[config.mk]
export PLATFORM = sky130hd
export DESIGN_NAME = mc_control_flat
export DESIGN_NICKNAME = d
export VERILOG_FILES = /design/src/rtl/mc_pkg.sv /design/src/rtl/mc_control_if.sv /design/src/rtl/mc_wait_timer.sv /design/src/rtl/mc_control.sv /design/src/flat_wrapper.sv
export SDC_FILE = /design/constraint.sdc
export NUM_CORES = 1
export LEC_CHECK = 0
export CAP_MARGIN = 10
export CORE_MARGIN = 5
export CORE_UTILIZATION = 41
export CTS_BUF_LIST = sky130_fd_sc_hd__clkbuf_8 sky130_fd_sc_hd__clkbuf_16
export CTS_CLUSTER_SIZE = 14
export DETAILED_ROUTE_END_ITERATION = 10
export GPL_TIMING_DRIVEN = 0
export HOLD_SLACK_MARGIN = 0.1
export PLACE_DENSITY = 0.81
export SYNTH_ARGS = -nofsm -noshare
export SYNTH_HDL_FRONTEND = slang
export SYNTH_SLANG_ARGS = --single-unit
[constraint.sdc]
create_clock -name clk -period 1.9 [get_ports clk]
set_input_delay 0.38 -clock clk [delete_from_list [all_inputs] [get_ports clk]]
set_output_delay 0.38 -clock clk [all_outputs]
set_load 0.02 [all_outputs]
[src/rtl/mc_pkg.sv]
// Shared opcodes, state type and control-field encodings for the multicycle controller.
// The JAL state and opcode decode exist only when MC_CONTROL_JAL_EN is defined.
package mc_pkg;

   localparam logic [5:0] OP_RTYPE = 6'b000000;
   localparam logic [5:0] OP_LW    = 6'b100011;
   localparam logic [5:0] OP_SW    = 6'b101011;
   localparam logic [5:0] OP_BEQ   = 6'b000100;
   localparam logic [5:0] OP_BNE   = 6'b000101;
   localparam logic [5:0] OP_ADDI  = 6'b001000;
   localparam logic [5:0] OP_J     = 6'b000010;
   localparam logic [5:0] OP_JAL   = 6'b000011;

   typedef enum logic [3:0] {
      IDLE   = 4'd0,
      FETCH  = 4'd1,
      DECODE = 4'd2,
      MEMADR = 4'd3,
      MEMRD  = 4'd4,
      MEMWB  = 4'd5,
      MEMWR  = 4'd6,
      RTEXE  = 4'd7,
      RTWB   = 4'd8,
      ADDIEX = 4'd9,
      ADDIWB = 4'd10,
      BEQ    = 4'd11,
      BNE    = 4'd12,
      JUMP   = 4'd13
`ifdef MC_CONTROL_JAL_EN
      , JAL  = 4'd14
`endif
   } state_t;

   localparam logic [1:0] ALU_ADD   = 2'd0;
   localparam logic [1:0] ALU_SUB   = 2'd1;
   localparam logic [1:0] ALU_FUNCT = 2'd2;

   localparam logic [1:0] SRCB_REG     = 2'd0;
   localparam logic [1:0] SRCB_FOUR    = 2'd1;
   localparam logic [1:0] SRCB_IMM     = 2'd2;
   localparam logic [1:0] SRCB_IMM_SL2 = 2'd3;

   localparam logic [1:0] RDST_RT = 2'd0;
   localparam logic [1:0] RDST_RD = 2'd1;
   localparam logic [1:0] RDST_RA = 2'd2;

   localparam logic [1:0] M2R_ALUOUT = 2'd0;
   localparam logic [1:0] M2R_MDR    = 2'd1;
   localparam logic [1:0] M2R_PC     = 2'd2;

   localparam logic [1:0] PCSRC_ALU    = 2'd0;
   localparam logic [1:0] PCSRC_ALUOUT = 2'd1;
   localparam logic [1:0] PCSRC_JUMP   = 2'd2;

   // States that hold a memory access open and are subject to the wait timer.
   function automatic logic is_wait_state(input state_t s);
      return (s == FETCH) || (s == MEMRD) || (s == MEMWR);
   endfunction

endpackage

[src/rtl/mc_control_if.sv]
// Controller-to-datapath/memory bundle; the controller uses the slave modport.
interface mc_control_if;
   logic [5:0] opcode;
   logic       mem_ready;
   logic       mem_req;
   logic       mem_read;
   logic       mem_write;
   logic       iord;
   logic       ir_write;
   logic       pc_write;
   logic       pc_write_cond;
   logic       pc_write_ncond;
   logic [1:0] reg_dst;
   logic [1:0] mem_to_reg;
   logic       reg_write;
   logic       alu_src_a;
   logic [1:0] alu_src_b;
   logic [1:0] alu_op;
   logic [1:0] pc_source;
   logic       illegal;
   logic       bus_err;
   logic [3:0] state_o;

   modport slave (
      input  opcode, mem_ready,
      output mem_req, mem_read, mem_write, iord, ir_write, pc_write,
             pc_write_cond, pc_write_ncond, reg_dst, mem_to_reg, reg_write,
             alu_src_a, alu_src_b, alu_op, pc_source, illegal, bus_err, state_o
   );

   modport master (
      output opcode, mem_ready,
      input  mem_req, mem_read, mem_write, iord, ir_write, pc_write,
             pc_write_cond, pc_write_ncond, reg_dst, mem_to_reg, reg_write,
             alu_src_a, alu_src_b, alu_op, pc_source, illegal, bus_err, state_o
   );
endinterface

[src/rtl/mc_wait_timer.sv]
// Counts stalled memory cycles and flags a timeout; bus_err is sticky until reset.
module mc_wait_timer #(
   parameter int TIMEOUT = 15,
   parameter int WAIT_W  = 4
) (
   input  logic clk,
   input  logic rst_n,
   input  logic busy,
   input  logic mem_ready,
   output logic timeout,
   output logic bus_err
);

   logic [WAIT_W-1:0] count;

   assign timeout = busy && !mem_ready && (count == WAIT_W'(TIMEOUT));

   // Any cycle that is not a stalled wait clears the count, so every access starts from zero.
   always_ff @(posedge clk or negedge rst_n) begin
      if (!rst_n) begin
         count   <= '0;
         bus_err <= 1'b0;
      end else begin
         if (busy && !mem_ready && !timeout)
            count <= count + WAIT_W'(1);
         else
            count <= '0;
         if (timeout)
            bus_err <= 1'b1;
      end
   end

endmodule

[src/rtl/mc_control.sv]
// Multicycle MIPS control FSM with memory wait/timeout handling.
// Define MC_CONTROL_JAL_EN to add the JAL instruction.
module mc_control
   import mc_pkg::*;
#(
   parameter int TIMEOUT = 15,
   parameter int WAIT_W  = 4
) (
   input  logic        clk,
   input  logic        rst_n,
   mc_control_if.slave bus
);

   state_t state, state_next;
   logic   timeout, bus_err, legal_op;

   mc_wait_timer #(.TIMEOUT(TIMEOUT), .WAIT_W(WAIT_W)) u_timer (
      .clk       (clk),
      .rst_n     (rst_n),
      .busy      (is_wait_state(state)),
      .mem_ready (bus.mem_ready),
      .timeout   (timeout),
      .bus_err   (bus_err)
   );

   always_comb begin
      legal_op = 1'b0;
      case (bus.opcode)
         OP_RTYPE, OP_LW, OP_SW, OP_BEQ, OP_BNE, OP_ADDI, OP_J: legal_op = 1'b1;
`ifdef MC_CONTROL_JAL_EN
         OP_JAL: legal_op = 1'b1;
`endif
         default: legal_op = 1'b0;
      endcase
   end

   always_ff @(posedge clk or negedge rst_n) begin
      if (!rst_n) state <= IDLE;
      else        state <= state_next;
   end

   // A timed-out access falls back to FETCH; FETCH simply stays put and refetches.
   always_comb begin
      state_next = state;
      case (state)
         IDLE:   state_next = FETCH;
         FETCH:  if (bus.mem_ready) state_next = DECODE;
         DECODE: begin
            case (bus.opcode)
               OP_RTYPE:      state_next = RTEXE;
               OP_LW, OP_SW:  state_next = MEMADR;
               OP_BEQ:        state_next = BEQ;
               OP_BNE:        state_next = BNE;
               OP_ADDI:       state_next = ADDIEX;
               OP_J:          state_next = JUMP;
`ifdef MC_CONTROL_JAL_EN
               OP_JAL:        state_next = JAL;
`endif
               default:       state_next = FETCH;
            endcase
         end
         MEMADR: state_next = (bus.opcode == OP_LW) ? MEMRD : MEMWR;
         MEMRD:  begin
            if (bus.mem_ready)  state_next = MEMWB;
            else if (timeout)   state_next = FETCH;
         end
         MEMWR:  if (bus.mem_ready || timeout) state_next = FETCH;
         ADDIEX: state_next = ADDIWB;
         RTEXE:  state_next = RTWB;
         default: state_next = FETCH;
      endcase
   end

   always_comb begin
      bus.mem_req        = 1'b0;
      bus.mem_read       = 1'b0;
      bus.mem_write      = 1'b0;
      bus.iord           = 1'b0;
      bus.ir_write       = 1'b0;
      bus.pc_write       = 1'b0;
      bus.pc_write_cond  = 1'b0;
      bus.pc_write_ncond = 1'b0;
      bus.reg_dst        = RDST_RT;
      bus.mem_to_reg     = M2R_ALUOUT;
      bus.reg_write      = 1'b0;
      bus.alu_src_a      = 1'b0;
      bus.alu_src_b      = SRCB_REG;
      bus.alu_op         = ALU_ADD;
      bus.pc_source      = PCSRC_ALU;
      bus.illegal        = 1'b0;
      case (state)
         FETCH: begin
            bus.mem_req   = !timeout;
            bus.mem_read  = 1'b1;
            bus.alu_src_b = SRCB_FOUR;
            bus.ir_write  = bus.mem_ready;
            bus.pc_write  = bus.mem_ready;
         end
         DECODE: begin
            bus.alu_src_b = SRCB_IMM_SL2;
            bus.illegal   = !legal_op;
         end
         MEMADR, ADDIEX: begin
            bus.alu_src_a = 1'b1;
            bus.alu_src_b = SRCB_IMM;
         end
         MEMRD: begin
            bus.mem_req  = !timeout;
            bus.mem_read = 1'b1;
            bus.iord     = 1'b1;
         end
         MEMWR: begin
            bus.mem_req   = !timeout;
            bus.mem_write = 1'b1;
            bus.iord      = 1'b1;
         end
         MEMWB: begin
            bus.reg_write  = 1'b1;
            bus.mem_to_reg = M2R_MDR;
         end
         RTEXE: begin
            bus.alu_src_a = 1'b1;
            bus.alu_op    = ALU_FUNCT;
         end
         RTWB: begin
            bus.reg_write = 1'b1;
            bus.reg_dst   = RDST_RD;
         end
         ADDIWB: bus.reg_write = 1'b1;
         BEQ, BNE: begin
            bus.alu_src_a      = 1'b1;
            bus.alu_op         = ALU_SUB;
            bus.pc_source      = PCSRC_ALUOUT;
            bus.pc_write_cond  = (state == BEQ);
            bus.pc_write_ncond = (state == BNE);
         end
         JUMP: begin
            bus.pc_write  = 1'b1;
            bus.pc_source = PCSRC_JUMP;
         end
`ifdef MC_CONTROL_JAL_EN
         JAL: begin
            bus.pc_write   = 1'b1;
            bus.pc_source  = PCSRC_JUMP;
            bus.reg_write  = 1'b1;
            bus.reg_dst    = RDST_RA;
            bus.mem_to_reg = M2R_PC;
         end
`endif
         default: ;
      endcase
   end

   assign bus.bus_err = bus_err;
   assign bus.state_o = state;

endmodule

[src/flat_wrapper.sv]
// flat-port wrapper written by rule: the top's interface ports become plain ports
module mc_control_flat import mc_pkg::*;
#(
   parameter int TIMEOUT = 15,
   parameter int WAIT_W  = 4
)
  (clk, rst_n, bus_opcode, bus_mem_ready, bus_mem_req, bus_mem_read, bus_mem_write, bus_iord, bus_ir_write, bus_pc_write, bus_pc_write_cond, bus_pc_write_ncond, bus_reg_dst, bus_mem_to_reg, bus_reg_write, bus_alu_src_a, bus_alu_src_b, bus_alu_op, bus_pc_source, bus_illegal, bus_bus_err, bus_state_o);
  mc_control_if bus_i ();
  input  logic clk;
  input  logic rst_n;
  input wire logic [$bits(bus_i.opcode)-1:0] bus_opcode;
  input wire logic [$bits(bus_i.mem_ready)-1:0] bus_mem_ready;
  output wire logic [$bits(bus_i.mem_req)-1:0] bus_mem_req;
  output wire logic [$bits(bus_i.mem_read)-1:0] bus_mem_read;
  output wire logic [$bits(bus_i.mem_write)-1:0] bus_mem_write;
  output wire logic [$bits(bus_i.iord)-1:0] bus_iord;
  output wire logic [$bits(bus_i.ir_write)-1:0] bus_ir_write;
  output wire logic [$bits(bus_i.pc_write)-1:0] bus_pc_write;
  output wire logic [$bits(bus_i.pc_write_cond)-1:0] bus_pc_write_cond;
  output wire logic [$bits(bus_i.pc_write_ncond)-1:0] bus_pc_write_ncond;
  output wire logic [$bits(bus_i.reg_dst)-1:0] bus_reg_dst;
  output wire logic [$bits(bus_i.mem_to_reg)-1:0] bus_mem_to_reg;
  output wire logic [$bits(bus_i.reg_write)-1:0] bus_reg_write;
  output wire logic [$bits(bus_i.alu_src_a)-1:0] bus_alu_src_a;
  output wire logic [$bits(bus_i.alu_src_b)-1:0] bus_alu_src_b;
  output wire logic [$bits(bus_i.alu_op)-1:0] bus_alu_op;
  output wire logic [$bits(bus_i.pc_source)-1:0] bus_pc_source;
  output wire logic [$bits(bus_i.illegal)-1:0] bus_illegal;
  output wire logic [$bits(bus_i.bus_err)-1:0] bus_bus_err;
  output wire logic [$bits(bus_i.state_o)-1:0] bus_state_o;
  assign bus_i.opcode = bus_opcode;
  assign bus_i.mem_ready = bus_mem_ready;
  assign bus_mem_req = bus_i.mem_req;
  assign bus_mem_read = bus_i.mem_read;
  assign bus_mem_write = bus_i.mem_write;
  assign bus_iord = bus_i.iord;
  assign bus_ir_write = bus_i.ir_write;
  assign bus_pc_write = bus_i.pc_write;
  assign bus_pc_write_cond = bus_i.pc_write_cond;
  assign bus_pc_write_ncond = bus_i.pc_write_ncond;
  assign bus_reg_dst = bus_i.reg_dst;
  assign bus_mem_to_reg = bus_i.mem_to_reg;
  assign bus_reg_write = bus_i.reg_write;
  assign bus_alu_src_a = bus_i.alu_src_a;
  assign bus_alu_src_b = bus_i.alu_src_b;
  assign bus_alu_op = bus_i.alu_op;
  assign bus_pc_source = bus_i.pc_source;
  assign bus_illegal = bus_i.illegal;
  assign bus_bus_err = bus_i.bus_err;
  assign bus_state_o = bus_i.state_o;
  mc_control #(.TIMEOUT(TIMEOUT), .WAIT_W(WAIT_W)) u_core (.clk(clk), .rst_n(rst_n), .bus(bus_i));
endmodule
# Word level (Yosys, flattened, before mapping)
# Index checks and enable logic that the tools add are counted.
dict set report totals {
  reg_bits 9
  latchBits 0
  input_bits 9
  ram_bits 0
  mem_bits_ro 0
  output_inout_bits 26
  mem_count 0
  word_cells 72
}
dict set report classes {
  n_mux 25
  order_cmp 0
  bitwise_logic 0
  shift 0
  add_sub_neg 1
  n_mul 0
  reduce_logical 20
  n_div 0
  n_eq_ne 23
}
# cell n
set ops {}
lappend ops {{$eq 4x4->1 const B} 7}
lappend ops {{$pmux 4 s7} 1}
lappend ops {{$pmux 4 s6} 1}
lappend ops {{$mux 4} 5}
lappend ops {{$eq 4x3->1 const B} 4}
lappend ops {{$mux 1} 13}
lappend ops {{$eq 6x3->1 const B} 2}
lappend ops {{$eq 6x6->1 const B} 2}
lappend ops {{$reduce_or 2->1} 5}
lappend ops {{$eq 4x2->1 const B} 2}
lappend ops {{$pmux 2 s2} 2}
lappend ops {{$reduce_or 7->1} 1}
lappend ops {{$eq 6x2->1 const B} 1}
lappend ops {{$eq 6x4->1 const B} 1}
lappend ops {{$logic_not 6->1} 1}
lappend ops {{$pmux 2 s3} 1}
lappend ops {{$reduce_or 3->1} 2}
lappend ops {{$reduce_or 5->1} 1}
lappend ops {{$add 4x1->4 const B} 1}
lappend ops {{$eq 4x1->1 const B} 1}
lappend ops {{$ne 2x2->1 const B} 2}
lappend ops {{$logic_and 1x1->1} 3}
lappend ops {{$logic_not 1->1} 3}
lappend ops {{$logic_or 1x1->1} 3}
lappend ops {{4 further kinds} 4}

# Depth between registers and ports, before layout
dict set report logic_depth {
  word_depth 8
  ltp_mapped 6
  mapped_depth_nobuf 5
}

# By module
# Synthesis repeated with hierarchy kept, for this count alone.
dict set report unflattened {
  cells_unflattened 108
  area_unflattened_um2 839.6
}
# module n_inst seq_area_each_um2 area_per_inst_um2 cells_each
set modules_own_cells {}
lappend modules_own_cells {mc_control 1 100.1 618.1 89}
lappend modules_own_cells {mc_wait_timer 1 125.1 221.5 19}

# Least setup slack after synthesis
# Ideal clock, no wire load.
dict set report synth_timing {
  path_type {reg2out}
  from {reg u_core.state[2], in the netlist u_core.bus.state_o[2]}
  to {out bus_pc_write}
  n_path_buf 1
  path_stages_with_launch 4
  t_arrival_ns 1.833
  required_ns 1.520
  path_slack_ns -0.313
  cell_sequence {dfrtp_1 -> buf_1 -> nor4b_1 -> or2_1}
}
dict set report synth_via {
  elab_chain_len 2
  elab_cells_between_ends 3
  classes_between {eq/ne (2); mux (1)}
}
# item line_no
set synth_rtl {}
lappend synth_rtl {{start: declaration} mc_control.sv:14} ;# state_t state, state_next;
lappend synth_rtl {{start signal: assignment} mc_control.sv:39} ;# else state <= state_next;
lappend synth_rtl {{$eq 4x4->1 or $eq 4x1->1 (tied branches)} mc_control.sv:91} ;# case (state)
lappend synth_rtl {{$pmux 1 s2 (*)} mc_control.sv:91}
lappend synth_rtl {{end: declaration} flat_wrapper.sv:18} ;# output wire logic [$bits(bus_i.pc_write)-1:0] bus_pc_write;
# Mark *: on every way between the ends. The rest lies on a longest branch, timed or not.

# Final worst setup path
dict set report layout_timing {
  from {reg u_core.state[3], in the netlist u_core.bus.state_o[3]}
  to {out bus_illegal}
}
dict set report layout_via {
  elab_chain_len 2
}
# item line_no
set layout_rtl {}
lappend layout_rtl {{$eq 4x2->1} mc_control.sv:91}
lappend layout_rtl {{$mux 1} mc_control.sv:91}
lappend layout_rtl {{end: declaration} flat_wrapper.sv:28} ;# output wire logic [$bits(bus_i.illegal)-1:0] bus_illegal;
# No other way between the ends.

==> flow_metrics.tcl <==
set metrics [dict create \
    cp-end-kind "primary output" \
    drt_pass1_iterations 4 \
    fillers 168 \
    p_seq_frac 0.162 \
    violations "negative setup slack" \
    r2r_end "u_core.bus.state_o[0]$_DFFE_PN0P_" \
    die_w_um 54.6 \
    setup_viol 2 \
    yosysSeqAreaShare 0.276 \
    numCtsBuffers 3 \
    path_cells "buf_6 -> or4b_4 -> nor3b_4 -> buf_6" \
    area_growth_pct 56.4 \
    place_area_um2 1190 \
    final-seq-area_um2 226 \
    multi_input_area_um2 593 \
    crit_top_cell "buf_6" \
    grt_max_degree 11 \
    p_per_area_nw_per_um2 1460 \
    sw_frac_of_total 0.474 \
    clock_tree.root_cell "clkbuf_8" \
    vias 950 \
    finalInstanceArea_um2 1280 \
    crit_end "bus_illegal" \
    finalHoldViolations 0 \
    r2r_setup_slack_ns -0.12 \
    power_w 0.00186 \
    path_delay_family "simple AND/OR/NAND/NOR gates" \
    max_cap_viol_count 0 \
    drt-wirelength-per-cell_um 14.9 \
    syn-mean-instance-area_um2 7.86 \
    postSynthCellCount 104 \
    ctsHtreeMaxLevel 1 \
    fin_nets 160 \
    p_leak_nw 0.603 \
    p_int_w 0.000980 \
    insertion_delay_ns 0.24 \
    via_per_inst 5.40 \
    yosys_register_bits 9 \
    antenna_found_initial 0 \
    die_area_um2 2990 \
    switching_power_w 0.000884 \
    yosys.cell_types.count 41 \
    post-place-ws_ns -0.938 \
    crit_start "u_core.bus.state_o[3]$_DFFE_PN0P_" \
    crit_slowest_cell "or4b_4" \
    status "finished with violations" \
    post-route-util 0.665 \
    boundaryPins 35 \
    arrival_ns 1.68 \
    setup_tns_ns -0.285 \
    die_h_um 54.6 \
    max_freq_mhz 485 \
    cp-start-kind "flip-flop" \
    first_global_vias 832 \
    critPathMaxStageDelay_ns 0.56 \
    r2r_cells 7 \
    final-max-slew-violation-count 0 \
    hp-class "in -> async" \
    path_buf_inv 2 \
    rsz0062_at_grt "yes" \
    track_usage 0.179 \
    row_count 16 \
    pwr-share-clk 0.118 \
    diodes 0 \
    ant_nets 0 \
    coreArea_um2 1920 \
    crit_cells 4 \
    cts.sinks 9 \
    ys_warn_count 0 \
    cp_max_fo 3 \
    route.detailed.drc 0 \
    overflow 0 \
    routed_wl_um 2620 \
    fin_crit_sh 1.09 \
    dp_hpwl_um 1760 \
    clk_pin_slew_ns 0.05 \
    path_class "reg -> out" \
    drt_iter0_drc 18 \
    gp_congestion 0.845 \
    synth.cell_area_um2 817 \
    drive_gt1_frac 0.376 \
    combPwrFrac 0.720 \
    hold_buffers 0 \
    cts_tree "built" \
    cts_max_path_buffers 2 \
    initial_core_util 0.425 \
    cp_data_required_time_ns 1.52 \
    rr_startpoint "u_core.bus.state_o[3]$_DFFE_PN0P_" \
    grt_pass1_wl_um 3690 \
    vdd_ir_drop_max_mv 0.877 \
    period_needed_ns 2.06 \
    skew_ns 0.00545 \
    worst_slack_ns -0.163 \
    port_buffers 31 \
]
## metal layers
metal	track usage	part of all wire	vias to the layer above
met5	0	0	-
met2	0.283	0.49	29
met4	0.133	0.026	0
li1	-	-	466
met1	0.205	0.42	448
met3	0.0436	0.065	7
## power groups by stage
stage	sequential [W]	clock, W	combinational, W
floorplan	0.000330	0	0.000708
global placement	0.000300	0	0.00119
detailed placement	0.000305	0	0.00120
CTS	0.000295	0.000226	0.00126
global route	0.000308	0.000240	0.00144
finish	0.000301	0.000220	0.00134
## metrics by stage
step	cells	hold slack, ns
after floorplan	105	0.0844
after global placement	163	0.439
after detailed placement	163	0.453
after CTS	170	0.440
after global routing	176	0.471
final	176	0.427
## cell usage after synthesis
cell type	number	area (um^2)
xor2_1	2	17.5
o21ai_0	2	10.0
nand3b_1	1	7.51
a21oi_1	3	15.0
dfrtp_1	9	225
inv_2	1	3.75
a221oi_1	1	8.76
o32a_1	1	10.0
nor2_1	16	60.1
ha_1	1	12.5
buf_1	1	3.75
o31ai_1	1	7.51
o21a_1	1	7.51
nand2b_1	4	25.0
a211oi_1	5	37.5
nand3_1	3	15.0
conb_1	1	3.75
nor4_1	2	12.5
or2_1	1	6.26
or4_4	1	11.3
and3_1	3	18.8
o22ai_1	1	6.26
nor4b_1	4	35.0
and3_2	1	7.51
inv_1	2	7.51
buf_6	3	33.8
nor2b_1	1	6.26
or4b_4	1	13.8
nand2b_2	2	17.5
clkbuf_1	1	3.75
o21ai_1	6	30.0
nand4b_1	1	8.76
nor3b_1	2	15.0
nor3_1	5	25.0
a21o_1	1	7.51
xnor2_1	1	8.76
o21bai_1	1	7.51
nand2_1	6	22.5
a211oi_2	1	12.5
buf_4	3	22.5
a31oi_1	1	6.26
## kinds of logic (layout without fill, tap and decap cells)
kind of cell,Yosys count,in the layout,share of synthesized area
AOI/OAI and AO/OA,25,25,0.204
other,1,2,0.00459
DFF,9,9,0.276
buffers and inverters,11,55,0.0919
and+or+nand+nor,54,54,0.377
xor gates and xnor gates,3,3,0.0322
adders and majority gates,1,1,0.0153
## registers in the layout, summed over array words and instances, names as in the netlist
name / flops
u_core.u_timer.count: 4
u_core.u_timer.bus_err: 1
u_core.bus.state_o: 4
## worst min path at each step
| stage | startpoint | end | slack (ns) |
|---|---|---|---|
| 3_5_place_dp | u_core.u_timer.bus_err$_DFFE_PN0P_ | u_core.u_timer.bus_err$_DFFE_PN0P_ | 0.45 |
| 5_1_grt | rst_n | u_core.u_timer.count[0]$_DFF_PN0_ | 0.47 |
| 4_1_cts | rst_n | u_core.u_timer.bus_err$_DFFE_PN0P_ | 0.44 |
| 3_3_place_gp | u_core.u_timer.bus_err$_DFFE_PN0P_ | u_core.u_timer.bus_err$_DFFE_PN0P_ | 0.44 |
| 6_report | rst_n | u_core.u_timer.bus_err$_DFFE_PN0P_ | 0.43 |
| 2_1_floorplan | rst_n | u_core.bus.state_o[0]$_DFFE_PN0P_ | 0.08 |
## area by class of cell
| type | count | share of cell area |
|---|---|---|
| flip-flops and latches | 9 | 0.177 |
| repair buffers | 40 | 0.226 |
| multi-input cells | 85 | 0.464 |
| inverters | 3 | 0.00881 |
| plain buffers | 8 | 0.0617 |
| clock buffers | 3 | 0.0323 |
| clock inverters | 1 | 0.00294 |
| well taps | 27 | 0.0264 |
## cell usage in the layout, fill, tap and decap left out, types with 4 or more instances in the layout
cell	instances
buf_2	7
buf_4	11
buf_6	8
clkbuf_2	11
clkdlybuf4s50_1	7
dfrtp_1	8
dlygate4sd2_1	4
nand2_1	6
nor2_1	16
nor3_1	4
o21ai_1	6
## what timing repair did
action	in CTS	in global routing
setup endpoints to repair	20	17
setup buffers	3	5
gates cloned	0	1
gates resized for setup	64	36
pin swaps	1	6
Note: power is estimated with default switching activity, not from simulation.
